<file path="src/rtl/hs_arbiter.sv">
// hs_arbiter: two-port round-robin arbiter in front of the single handshake
// (hs) port of the AXI master.
//
// One transaction at a time is serialised downstream. The granted port's
// address, write data and op are latched on grant and held through DONE.
// Strobes and done pulses are decoded from registered state only, and
// DONE+IDLE give at least two low strobe cycles between transactions, so the
// master always sees a fresh rising edge.
//
// Ports
//   clk_i, rst_i            clock, synchronous active-low reset
//   sN_read_i/sN_write_i    level requests (read wins if both high)
//   sN_addr_i/sN_data_i     request address / write data, held until done
//   sN_done_o               one-cycle completion pulse
//   sN_rdata_o              registered read data, held until next read
//   m_read_o/m_write_o      downstream strobes
//   m_addr_o/m_data_o       latched downstream address / write data
//   m_ready_i, m_data_i     downstream idle flag / read data
//   busy_o                  high whenever the FSM is not in IDLE

// Per-port slice: request decode and read-data register.
module hs_arbiter_port #(
  parameter int DATA_W = 32
) (
  input  logic              clk_i,
  input  logic              rst_i,
  input  logic              read_i,
  input  logic              write_i,
  input  logic              load_i,
  input  logic [DATA_W-1:0] m_data_i,
  output logic              req,
  output logic              is_read,
  output logic [DATA_W-1:0] rdata
);
  assign req     = read_i | write_i;
  // A read on the same port masks a simultaneous write.
  assign is_read = read_i;

  always_ff @(posedge clk_i) begin
    if (!rst_i)      rdata <= '0;
    else if (load_i) rdata <= m_data_i;
  end
endmodule

module hs_arbiter #(
  parameter int ADDR_W = 32,
  parameter int DATA_W = 32
) (
  input  logic              clk_i,
  input  logic              rst_i,
  input  logic              s0_read_i,
  input  logic              s0_write_i,
  input  logic [ADDR_W-1:0] s0_addr_i,
  input  logic [DATA_W-1:0] s0_data_i,
  output logic              s0_done_o,
  output logic [DATA_W-1:0] s0_rdata_o,
  input  logic              s1_read_i,
  input  logic              s1_write_i,
  input  logic [ADDR_W-1:0] s1_addr_i,
  input  logic [DATA_W-1:0] s1_data_i,
  output logic              s1_done_o,
  output logic [DATA_W-1:0] s1_rdata_o,
  output logic              m_read_o,
  output logic              m_write_o,
  output logic [ADDR_W-1:0] m_addr_o,
  output logic [DATA_W-1:0] m_data_o,
  input  logic              m_ready_i,
  input  logic [DATA_W-1:0] m_data_i,
  output logic              busy_o
);
  localparam int NUM_PORTS = 2;

  localparam logic [1:0] S_IDLE  = 2'd0;
  localparam logic [1:0] S_ISSUE = 2'd1;
  localparam logic [1:0] S_BUSY  = 2'd2;
  localparam logic [1:0] S_DONE  = 2'd3;

  logic [1:0]              state_q;
  logic                    gnt_q;       // port owning the current transaction
  logic                    last_q;      // round-robin pointer: last granted port
  logic                    op_rd_q;
  logic                    seen_low_q;  // master has dropped ready this transaction
  logic [ADDR_W-1:0]       addr_q;
  logic [DATA_W-1:0]       data_q;

  logic [NUM_PORTS-1:0]             read, write, req, rd, load, done;
  logic [NUM_PORTS-1:0][ADDR_W-1:0] addr;
  logic [NUM_PORTS-1:0][DATA_W-1:0] wdata, rdata;
  logic                             pick;

  assign read  = {s1_read_i,  s0_read_i};
  assign write = {s1_write_i, s0_write_i};
  assign addr  = {s1_addr_i,  s0_addr_i};
  assign wdata = {s1_data_i,  s0_data_i};

  generate
    for (genvar p = 0; p < NUM_PORTS; p++) begin : g_port
      assign done[p] = (state_q == S_DONE) && (gnt_q == 1'(p));
      assign load[p] = done[p] && op_rd_q;

      hs_arbiter_port #(.DATA_W(DATA_W)) u_port (
        .clk_i    (clk_i),
        .rst_i    (rst_i),
        .read_i   (read[p]),
        .write_i  (write[p]),
        .load_i   (load[p]),
        .m_data_i (m_data_i),
        .req      (req[p]),
        .is_read  (rd[p]),
        .rdata    (rdata[p])
      );
    end
  endgenerate

  // Contention goes to the port not granted last; otherwise the lone requester.
  always_comb begin
    pick = req[1];
    if (&req) pick = ~last_q;
  end

  always_ff @(posedge clk_i) begin
    if (!rst_i) begin
      state_q    <= S_IDLE;
      gnt_q      <= 1'b0;
      last_q     <= 1'b1;
      op_rd_q    <= 1'b0;
      seen_low_q <= 1'b0;
      addr_q     <= '0;
      data_q     <= '0;
    end else begin
      case (state_q)
        S_IDLE: begin
          // Master still busy (ready low) blocks any new issue.
          if (m_ready_i && (|req)) begin
            gnt_q   <= pick;
            last_q  <= pick;
            op_rd_q <= rd[pick];
            addr_q  <= addr[pick];
            data_q  <= wdata[pick];
            state_q <= S_ISSUE;
          end
        end
        S_ISSUE: begin
          seen_low_q <= ~m_ready_i;
          state_q    <= S_BUSY;
        end
        S_BUSY: begin
          // Ready high before any low is stale (master has not yet taken the
          // strobe edge), so completion requires low-then-high.
          if (!m_ready_i)      seen_low_q <= 1'b1;
          else if (seen_low_q) state_q    <= S_DONE;
        end
        default: state_q <= S_IDLE;  // S_DONE
      endcase
    end
  end

  assign m_read_o   = ((state_q == S_ISSUE) || (state_q == S_BUSY)) &&  op_rd_q;
  assign m_write_o  = ((state_q == S_ISSUE) || (state_q == S_BUSY)) && !op_rd_q;
  assign m_addr_o   = addr_q;
  assign m_data_o   = data_q;
  assign busy_o     = (state_q != S_IDLE);
  assign s0_done_o  = done[0];
  assign s1_done_o  = done[1];
  assign s0_rdata_o = rdata[0];
  assign s1_rdata_o = rdata[1];
endmodule

</file>
<file path="config.mk">
export PLATFORM = sky130hd
export DESIGN_NAME = hs_arbiter
export DESIGN_NICKNAME = d
export VERILOG_FILES = /design/src/rtl/hs_arbiter.sv
export SDC_FILE = /design/constraint.sdc
export NUM_CORES = 1
export LEC_CHECK = 0
export ABC_AREA = 1
export CAP_MARGIN = 20
export CORE_MARGIN = 2
export CORE_UTILIZATION = 41
export DETAILED_ROUTE_END_ITERATION = 10
export GPL_TIMING_DRIVEN = 0
export PLACE_DENSITY = 0.87
export SYNTH_ARGS = -nofsm -noshare
export SYNTH_HDL_FRONTEND = slang
export SYNTH_SLANG_ARGS = --single-unit
</file>
<file path="constraint.sdc">
create_clock -name clk_i -period 1.9 [get_ports clk_i]
set_input_delay 0.285 -clock clk_i [delete_from_list [all_inputs] [get_ports clk_i]]
set_output_delay 0.285 -clock clk_i [all_outputs]
set_load 0.1 [all_outputs]
</file>
Yosys cells after proc, flatten, opt, wreduce, memory -nomap -nowiden
Cells that the tools add are included.
{ "totals": {"output_inout_bits": 133, "register_bits": 134} }
{ "op_classes": {"n_reduce_logical": 17, "n_eq_ne": 7, "magnitude_cmp": 1, "mux": 13, "n_bitwise": 5} }
{ "op_table": {"columns": ["operator", "n"], "rows": [
  ["32-bit 2-to-1 mux", 4],
  ["2-bit != test, second input constant", 4],
  ["1-bit logical AND", 7],
  ["2-bit 2-to-1 mux", 3],
  ["2-bit one-hot mux with 3 select lines", 1],
  ["2-bit AND reduction", 3],
  ["2-bit equality test, second input constant", 2],
  ["1-bit 2-to-1 mux", 4],
  ["2-bit nonzero test", 2],
  ["1-bit NOT", 3],
  ["3-bit AND reduction", 1],
  ["2-bit by 1-bit equality test with 1-bit output, second input constant", 1],
  ["2-bit logical NOT", 1],
  ["1-bit by 2-bit < comparator with 1-bit output, second input constant", 1],
  ["1-bit OR", 2],
  ["1-bit one-hot mux with 2 select lines", 1],
  ["2-bit OR reduction", 1],
  ["1-bit logical NOT", 1],
  ["1-bit logical OR", 1]
]} }

Depth between registers and ports, before layout
{ "depth": {"ltp_word": 5, "depth_mapped": 9, "mapped_depth_nobuf": 7} }

By module
From an unflattened synthesis, not the netlist that was laid out.
{ "hier_totals": {"hier_cells": 1144, "area_unflattened_um2": 6727.7} }
{ "modules_own_cells": {"columns": ["module", "area_per_inst_um2", "seq_area_each_um2", "instances", "cells_each"], "rows": [
  ["hs_arbiter", 4030.1, 1401.3, 1, 736],
  ["hs_arbiter_port", 1348.8, 640.6, 2, 204]
]} }

Least setup slack after synthesis
OpenSTA, ideal clock, no wires.
{ "synth_path": {"path_type": "register to output", "start": "reg op_rd_q", "end": "out m_write_o", "path_stages_with_launch": 5, "t_arrival_ps": 2006, "path_slack_ps": -391, "path_cell_list": "dfxtp_1 -> buf_2 -> buf_2 -> buf_2 -> nor2_1"} }
{ "synth_via": {"elab_chain_cells": 2} }
{ "synth_rtl": {"columns": ["item", "line", "source"], "rows": [
  ["start: declaration", "81", "logic op_rd_q;"],
  ["start signal: assignment", "137", "op_rd_q <= rd[pick];"],
  ["1-bit logical NOT", "159", "assign m_write_o = ((state_q == S_ISSUE) || (state_q == S_BUSY)) && !op_rd_q;"],
  ["1-bit logical AND", "159", null],
  ["end: declaration", "64", "output logic m_write_o,"]
]} }
No other way between the ends.

Worst setup path in the final report
{ "layout_path": {"start": "reg addr_q[27], in the netlist m_addr_o[27]", "end": "out m_addr_o[27]"} }
{ "layout_rtl": {"columns": ["item", "line", "source"], "rows": [
  ["start: declaration", "83", "logic [ADDR_W-1:0] addr_q;"],
  ["start signal: assignment", "138", "addr_q <= addr[pick];"],
  ["end: declaration", "65", "output logic [ADDR_W-1:0] m_addr_o,"]
]} }
No word-level cell between the ends.

==> out/qor.yml <==
outcome: "completed"
ys_ff_latch: 134
slew_headroom: 0.347
overflow: 0
arrival_ns: 1.59
first_global_vias: 6678
end_kind: "primary output"
die-height_um: 126
path_delay_family: "buffers and inverters"
viasPerCell: 4.99
gp_congestion: 0.914
drtPass1Iterations: 5
yosysWarnings: 0
cellLeakagePower_nw: 4.37
synth_area_sq_mm: 0.00614
top_level_ports: 300
fin_crit_sh: 0.985
grt_max_degree: 20
cts-root-buf: "clkbuf_16"
fin_nets: 1386
critPathSlowestCell: "clkdlybuf4s15_1"
cts_made_buffers: 17
std_cell_rows: 44
start_kind: "flop"
clock_sinks: 134
netlist-cell-type-count: 18
routed-via-count: 7056
drt_iter0_markers: 478
setup_slack_ns: 0.0286
clockBufferDepth: 2
setup_viol: 0
syn_area_per_cell_sq_um: 6.84
cp_max_fo: 2
start_util: 0.421
ctsHoldBuffers: 0
slew_violations: 0
syn_inst: 898
regToRegSetupSlack_ns: 0.14
cap_violations: 0
drive_above_1_share: 0.145
worstSetupPathType: "flop to primary output"
power_density_mw_per_mm2: 1380
die_x_um: 126
clkSlewWorstSetupHoldPaths_ns: 0.06
skew_ns: 0.00672
power_mw: 13.3
dieArea_sq_mm: 0.0160
critPathMaxStageDelay_ns: 0.83
cp.required_ns: 1.62
cts_tree: "built"
dp_slack_ns: -0.675
ys_seq_area_frac: 0.437
syn_to_final_growth_pct: 57.2
antenna_left: 0
finalWirelength_mm: 22.1
max_freq_mhz: 534
grt_antenna_before_repair: 1
core_area_sq_mm: 0.0146
hold_viol: 0
nFillCells: 1221
route.detailed.drc: 0
dp_hpwl_mm: 16.8
peakVddDrop_mv: 1.11
crit_chain: "clkdlybuf4s15_1"
crit_buf_inv: 1
grt_setup_unrepaired: "no"
post_drt_wl_per_cell_um: 15.6
grt.total_usage: 0.269
setup_tns_ns: 0
grt_pass1_wl_mm: 34.1
period_needed_ns: 1.87
clock_latency_ns: 0.41
portBuffers: 299
syn-num-nets: 1069
h-tree-depth: 4
hold_class: "flop to flop"
whs_ns: 0.460
worst_pin_slew_ns: 0.983
power by group:
group	internal [mW]	switching, mW
logic	1.53	5.09
clock network	1.84	1.29
registers	3.28	0.252
total	6.65	6.63
repair_timing:
item                       CTS  global route
pin swaps                    0             2
gates resized for setup    281           112
setup buffers                0             1
setup endpoints to repair  133           100
path summary, 6_finish.rpt:
kind / to / startpoint / cells after the start
setup reg to reg: g_port[0].u_port.rdata[12] / state_q[0] / 8
setup / recovery: m_addr_o[27] / m_addr_o[27] / 1
hold / removal: g_port[0].u_port.rdata[8] / g_port[0].u_port.rdata[8] / 2
hold reg to reg: g_port[0].u_port.rdata[8] / g_port[0].u_port.rdata[8] / 2
layout make-up:
type / instances / area, sq um / share of cell area
Antenna cell: 1 / 2.50 / 0.000259
Buffer: 67 / 384 / 0.0398
Clock buffer: 18 / 439 / 0.0455
Clock inverter: 14 / 125 / 0.0130
Inverter: 141 / 529 / 0.0548
Multi-Input combinational cell: 554 / 2560 / 0.266
Sequential cell: 134 / 2690 / 0.278
Tap cell: 184 / 230 / 0.0239
Timing Repair Buffer: 300 / 2690 / 0.279
sequential cells by signal, summed over array words and instances (netlist names):
name and cells:
seen_low_q 1, gnt_q 1, g_port.u_port.rdata 64, m_addr_o 32
last_q 1, state_q 2, op_rd_q 1, m_data_o 32
placed cells by master (no fill, tap or decap), drive strengths merged, types with 4 or more instances in the layout:
cell type,n
a21oi,132
buf,50
clkbuf,114
clkdlybuf4s15,54
clkdlybuf4s50,166
clkinv,7
dfxtp,134
ha,4
inv,144
nand2,212
nand3,195
nor2,7
Yosys cell counts:
library cell / count / area [sq um]
inv_2: 3 / 11.3
o21ai_2: 1 / 8.76
inv_1: 138 / 518
o21ai_0: 2 / 10.0
dfxtp_1: 134 / 2680
ha_1: 4 / 50.1
buf_2: 26 / 130
nor2_2: 1 / 6.26
buf_4: 5 / 37.5
nor2_1: 6 / 22.5
clkbuf_1: 23 / 86.3
o21bai_1: 1 / 7.51
nand3_1: 194 / 971
nand3_2: 1 / 10.0
a21oi_1: 132 / 661
nand2_1: 212 / 796
buf_1: 5 / 18.8
buf_6: 10 / 113
cell families (layout without fill, tap and decap cells):
kind of cell	Yosys count	count (layout)	share of synthesized area
compound gates	136	136	0.112
simple gates	414	414	0.294
buf+inv	210	540	0.149
flops	134	134	0.437
other cells	0	1	0
fa+ha+maj	4	4	0.00815
stage by stage:
stage,area [sq um],util,instances
floorplan,6140,-,898
global placement,9370,0.642,1381
detailed placement,9370,0.642,1381
CTS,9930,0.681,1411
global route,9650,0.661,1413
finish,9650,0.661,1413
routing by layer:
metal  share of wire  GRT usage  wire [um]  vias to the layer above
li1                -          -          -                     3493
met1            0.37      0.290       8140                     3232
met2            0.52      0.486      11500                      295
met3           0.085     0.0890       1880                       36
met4           0.025      0.105        551                        0
met5               0          0          0                        -
(Power assumes the default switching activity.)
